--- config.mk ---
export PLATFORM = sky130hd
export DESIGN_NAME = ads_spi_master
export DESIGN_NICKNAME = d
export VERILOG_FILES = /design/src/rtl/ads_spi_master.sv
export SDC_FILE = /design/constraint.sdc
export NUM_CORES = 1
export LEC_CHECK = 0
export CORE_ASPECT_RATIO = 1.2
export CORE_MARGIN = 3
export CORE_UTILIZATION = 25
export DETAILED_ROUTE_END_ITERATION = 7
export PLACE_DENSITY_LB_ADDON = 0.2
export SLEW_MARGIN = 5
export SYNTH_ARGS = -nofsm -noshare
export SYNTH_HDL_FRONTEND = slang
export SYNTH_SLANG_ARGS = --single-unit
--- constraint.sdc ---
create_clock -name clk -period 4.75 [get_ports clk]
set_input_delay 0.7125 -clock clk [delete_from_list [all_inputs] [get_ports clk]]
set_output_delay 0.7125 -clock clk [all_outputs]
set_load 0.01 [all_outputs]
--- src/rtl/ads_spi_master.sv ---
// ads_spi_master: SPI master for ADC/DAC register and data access.
//
// A frame is DATA_W bits, MSB first, with selectable CPOL/CPHA. SCLK, MOSI and
// CS_N are plain flops clocked by clk; no clock is ever gated. The SCLK
// half-period is H = clk_div+1 clk cycles, latched when the frame is accepted.
//
// Frame timeline: IDLE -> LEAD (H) -> XFER (2*DATA_W half-periods) -> TRAIL (H)
// -> GAP (CS_GAP cycles) -> IDLE.
//
// Handshake: start acts as a valid and ~busy as the matching ready. A frame is
// accepted at a clk edge where start=1 and busy=0. Requests while busy=1 are
// dropped, not queued. done pulses for one cycle per completed frame, with
// rddat updated in the same cycle. A frame aborted by reset produces no done.
//
// Ports:
//   clk, rst_n   system clock, synchronous active-low reset
//   start        frame request (accepted only in IDLE)
//   wrdat        transmit word, latched on accept
//   clk_div      SCLK half-period minus one, latched on accept
//   busy         high from the cycle after accept through the end of GAP
//   done         one-cycle frame-complete pulse
//   rddat        received word
//   cs_n, sclk,  converter pins, all registered
//   mosi
//   miso         serial input, sampled in the clk domain
//   state_dbg    FSM state: 0=IDLE 1=LEAD 2=XFER 3=TRAIL 4=GAP

module ads_spi_master #(
  parameter int DATA_W = 24,
  parameter int DIV_W  = 8,
  parameter bit CPOL   = 1'b0,
  parameter bit CPHA   = 1'b1,
  parameter int CS_GAP = 2
) (
  input  logic              clk,
  input  logic              rst_n,
  input  logic              start,
  input  logic [DATA_W-1:0] wrdat,
  input  logic [DIV_W-1:0]  clk_div,
  output logic              busy,
  output logic              done,
  output logic [DATA_W-1:0] rddat,
  output logic              cs_n,
  output logic              sclk,
  output logic              mosi,
  input  logic              miso,
  output logic [2:0]        state_dbg
);

  localparam int BCW = $clog2(DATA_W) + 1;
  localparam int GW  = $clog2(CS_GAP + 1);
  localparam logic [BCW-1:0] LAST_BIT = BCW'(DATA_W - 1);
  localparam logic [GW-1:0]  GAP_LAST = GW'(CS_GAP - 1);

  typedef enum logic [2:0] {
    S_IDLE  = 3'd0,
    S_LEAD  = 3'd1,
    S_XFER  = 3'd2,
    S_TRAIL = 3'd3,
    S_GAP   = 3'd4
  } state_t;

  state_t            state;
  logic [DIV_W-1:0]  div_q;
  logic [DIV_W-1:0]  div_cnt;
  logic [DATA_W-1:0] tx_sh;
  logic [DATA_W-1:0] rx_sh;
  logic [BCW-1:0]    bit_cnt;
  logic              trail_ph;  // 1: the next SCLK edge is a trailing edge
  logic [GW-1:0]     gap_cnt;
  logic              tick;

  // Divider tick: last cycle of the current half-period.
  assign tick      = (div_cnt == div_q);
  assign state_dbg = state;

  always_ff @(posedge clk) begin
    if (!rst_n) begin
      state    <= S_IDLE;
      cs_n     <= 1'b1;
      sclk     <= CPOL;
      mosi     <= 1'b0;
      busy     <= 1'b0;
      done     <= 1'b0;
      rddat    <= '0;
      div_q    <= '0;
      div_cnt  <= '0;
      tx_sh    <= '0;
      rx_sh    <= '0;
      bit_cnt  <= '0;
      trail_ph <= 1'b0;
      gap_cnt  <= '0;
    end else begin
      done <= 1'b0;
      case (state)
        S_IDLE: begin
          if (start) begin
            div_q    <= clk_div;
            div_cnt  <= '0;
            tx_sh    <= wrdat;
            rx_sh    <= '0;
            bit_cnt  <= '0;
            trail_ph <= 1'b0;
            cs_n     <= 1'b0;
            busy     <= 1'b1;
            state    <= S_LEAD;
            // CPHA=0 slaves sample on the first edge, so bit 0 must already
            // be on the wire when cs_n falls.
            if (!CPHA) mosi <= wrdat[DATA_W-1];
          end
        end

        S_LEAD: begin
          if (tick) begin
            div_cnt <= '0;
            state   <= S_XFER;
          end else begin
            div_cnt <= div_cnt + 1'b1;
          end
        end

        S_XFER: begin
          if (tick) begin
            div_cnt  <= '0;
            sclk     <= ~sclk;
            trail_ph <= ~trail_ph;
            if (!trail_ph) begin
              // Leading edge
              if (CPHA) begin
                mosi  <= tx_sh[DATA_W-1];
                tx_sh <= tx_sh << 1;
              end else begin
                rx_sh <= {rx_sh[DATA_W-2:0], miso};
              end
            end else begin
              // Trailing edge closes one bit period
              if (CPHA) begin
                rx_sh <= {rx_sh[DATA_W-2:0], miso};
              end else if (bit_cnt != LAST_BIT) begin
                mosi  <= tx_sh[DATA_W-2];
                tx_sh <= tx_sh << 1;
              end
              bit_cnt <= bit_cnt + 1'b1;
              if (bit_cnt == LAST_BIT) begin
                sclk  <= CPOL;
                state <= S_TRAIL;
              end
            end
          end else begin
            div_cnt <= div_cnt + 1'b1;
          end
        end

        S_TRAIL: begin
          if (tick) begin
            div_cnt <= '0;
            cs_n    <= 1'b1;
            mosi    <= 1'b0;
            rddat   <= rx_sh;
            done    <= 1'b1;
            gap_cnt <= '0;
            state   <= S_GAP;
          end else begin
            div_cnt <= div_cnt + 1'b1;
          end
        end

        S_GAP: begin
          if (gap_cnt == GAP_LAST) begin
            busy  <= 1'b0;
            state <= S_IDLE;
          end else begin
            gap_cnt <= gap_cnt + 1'b1;
          end
        end

        default: state <= S_IDLE;
      endcase
    end
  end

endmodule

==> flow_metrics.py <==
metrics = {
    "yosys": {
        "synth_xor_area_share_pct": 2.217,
        "synth_edf_count": 0,
        "yosysWarnings": 0,
        "synth_area_um2": 4345,
        "syn_nets": 523,
        "yosys.area_share.simple_pct": 18.60,
        "ys_seq_area_share_pct": 48.37,
        "synthCells": 484,
        "synth.avg_cell_area_um2": 8.978,
        "synth_top_family_by_area": "simple AND/OR/NAND/NOR gates",
        "synth.mux.area_fraction_pct": 6.479,
        "synth_compound_area_share_pct": 17.74,
        "synthAdderAreaFrac_pct": 0.8638,
        "yosys_register_bits": 105,
        "synth-main-ff-cell": "dfxtp_1",
        "async_flop_share_pct": 0,
        "yosysUniqueCellTypes": 45,
    },
    "placed_design": {
        "gp_congestion": 0.7367,
        "portBuffers": 67,
        "hpwl_um": 6744,
    },
    "timing": {
        "final-hold-violation-count": 0,
        "min_period_ns": 3.004,
        "rsz0062_at_grt": "no",
        "worst_slew_pin_slew_ns": 0.9905,
        "setup-violations-final": 0,
        "relSlewSlack_pct": 33.77,
        "layout_worst_path_cycle_share_pct": 63.25,
        "report.final.slew_viol_count": 0,
        "max_freq_ghz": 0.3328,
        "setup_tns_ns": 0,
        "skew_ns": 0.005873,
    },
    "die": {
        "core_area_um2": 16980,
        "die_w_um": 126.4,
        "rows": 52,
        "die_area_um2": 19010,
        "pin_count": 68,
        "start_util_pct": 25.59,
        "die-height_um": 150.4,
    },
    "global_routing": {
        "grt_pass1_wl_um": 17560,
        "first_global_vias": 3455,
        "grt_usage_pct": 11.51,
        "antenna_found_initial": 0,
        "overflow": 0,
        "grt_max_degree": 65,
    },
    "min_path": {
        "worstHoldPathType": "reg -> reg",
    },
    "clock_network": {
        "root_buffer": "clkbuf_16",
        "ctsHoldBuffers": 0,
        "insertion_delay_ns": 0.34,
        "numCtsBuffers": 9,
        "cts-resized-gates": 0,
        "htreeDepth": 3,
        "cts_setup_buffers": 0,
        "cts_tree": "done",
        "clk_pin_slew_ns": 0.07,
        "cts_buffer_depth": 2,
        "cts.sinks": 105,
    },
    "drt": {
        "drt_iter0_drc": 214,
        "wirelength_um": 10460,
        "drtAntennaViolNets": 0,
        "viasPerCell": 4.681,
        "vias": 3525,
        "drc": 0,
        "drt-pass1-iter-count": 5,
        "wl_per_cell_um": 13.89,
    },
    "power_and_ir_drop": {
        "clockPowerShare_pct": 37.3,
        "p_sw_w": 0.0005039,
        "pwr-share-seq_pct": 48.4,
        "peakVddDrop_mv": 0.1190,
        "power_frac_comb_pct": 14.4,
        "p_int_w": 0.001447,
        "leakagePower_nw": 2.143,
        "cellPowerDensity_nw_per_um2": 355.6,
        "swShare_pct": 25.83,
    },
    "worst_setup_path": {
        "critPathArrivalTime_ns": 3.29,
        "path_class": "in -> reg",
        "critPathTopFamily": "simple AND/OR/NAND/NOR gates",
        "critPathBufInv": 1,
        "cp_max_fo": 36,
        "critPathLaunchType": "primary input",
        "worstPathCellList": "clkdlybuf4s50_1 -> or4b_2 -> nand2_1 -> a31oi_4 -> mux2_2",
        "crit_path_max_incr_delay_ns": 0.78,
        "worstPathRequired_ns": 5.03,
        "crit_slowest_cell": "or4b_2",
        "crit_path_end_kind": "flip-flop",
    },
    "layout": {
        "layout-drive-gt1-share_pct": 5.400,
        "antenna_cells": 0,
        "synthToLayoutAreaGrowth_pct": 26.26,
        "finalNetCount": 573,
        "fin_util_pct": 32.31,
    },
    "flow_run": {
        "drv_cap": 0,
    },
    "status": {
        "outcome": "finished clean",
    },
}
## synthesized netlist by cell type, types with 4 or more instances
master | number | area share [%]
nand2_1 | 56 | 4.8
buf_2 | 6 | 0.69
a22o_1 | 27 | 5.4
dfxtp_1 | 105 | 48
o31a_1 | 23 | 4.6
nand4_1 | 4 | 0.58
clkbuf_1 | 22 | 1.9
or4_1 | 4 | 0.69
nand3_1 | 38 | 4.4
mux2i_1 | 27 | 6.2
xor2_1 | 10 | 2.0
nor2_1 | 40 | 3.5
inv_1 | 30 | 2.6
a21oi_1 | 46 | 5.3
## cells by family after synthesis
family	after synthesis
compound gates	110
xor+xnor	11
fa+ha+maj	3
buf+inv	62
flops	105
mux	28
simple gates	165
## per-layer routing
metal	GRT usage, %	vias to the layer above	share of wire (%)	wire length, µm
li1	-	1784	-	-
met3	3.336	18	5.5	574
met5	0	-	0	0
met2	17.58	95	44	4646
met1	15.21	1628	48	5012
met4	4.828	0	2.1	224
## per-stage QoR
step | hold slack (ns) | power, W | cell area, µm² | setup slack [ns] | instances
detailed placement | 0.4585 | 0.001247 | 5192 | 0.9401 | 739
global route | 0.4889 | 0.002064 | 5487 | 1.489 | 753
finish | 0.4668 | 0.001951 | 5487 | 1.746 | 753
global placement | 0.4548 | 0.001242 | 5192 | 1.026 | 739
CTS | 0.4683 | 0.001986 | 5478 | 1.293 | 753
floorplan | 0.4434 | 0.001153 | 4345 | 2.498 | 484
## state kept, by name (all words and copies together), names as in the netlist, 2 cells and up
name       count
tx_sh         24
rx_sh         24
div_cnt        8
gap_cnt        2
state_dbg      3
div_q          8
rddat         24
bit_cnt        6
## cell type report
cell class / instances / area [µm²]
clock buffers: 11 / 242.7
clock inverters: 3 / 42.54
fillers: 1771 / 11490
inverters: 30 / 112.6
multi-input cells: 317 / 2016
flip-flops and latches: 105 / 2102
well taps: 216 / 270.3
repair buffers: 71 / 700.7
## power by group through the flow
stage / clock network [W] / logic (W) / registers [W]
final: 0.000727 / 0.000280 / 0.000944
after global routing: 0.000799 / 0.000315 / 0.000949
after CTS: 0.000758 / 0.000284 / 0.000944
after detailed placement: 0 / 0.000282 / 0.000965
after global placement: 0 / 0.000279 / 0.000963
after floorplan: 0 / 0.000198 / 0.000955
## layout by cell type (no fill, tap or decap), drive strengths merged, types with 4 or more instances in the layout
cell	n
or4	4
xor2	10
a22o	27
inv	30
clkbuf	11
and2	4
buf	4
nand4	4
nand2	56
dfxtp	105
clkdlybuf4s50	67
mux2i	27
a21oi	46
o31a	23
nor2	40
nand3	38
## final timing paths
check                               start                      end  slack, ns  cells after the start
setup / recovery                    start  bit_cnt[0]$_SDFFE_PN0P_       1.75                      5
hold / removal     tx_sh[19]$_SDFFE_PN0P_   tx_sh[19]$_SDFFE_PN0P_       0.47                      2
hold reg to reg    tx_sh[19]$_SDFFE_PN0P_   tx_sh[19]$_SDFFE_PN0P_       0.47                      2
setup reg to reg  div_cnt[3]$_SDFFE_PN0P_   tx_sh[12]$_SDFFE_PN0P_       2.03                      5
## worst register-to-register path, cell delays in order, from the launching register on
cell	delay [ns]
dfxtp_1	0.45
xor2_1	0.14
nor4_4	0.61
nand4_1	0.92
nand3_1	0.36
a21oi_1	0.10
Power figures use the tool's default switching activity.
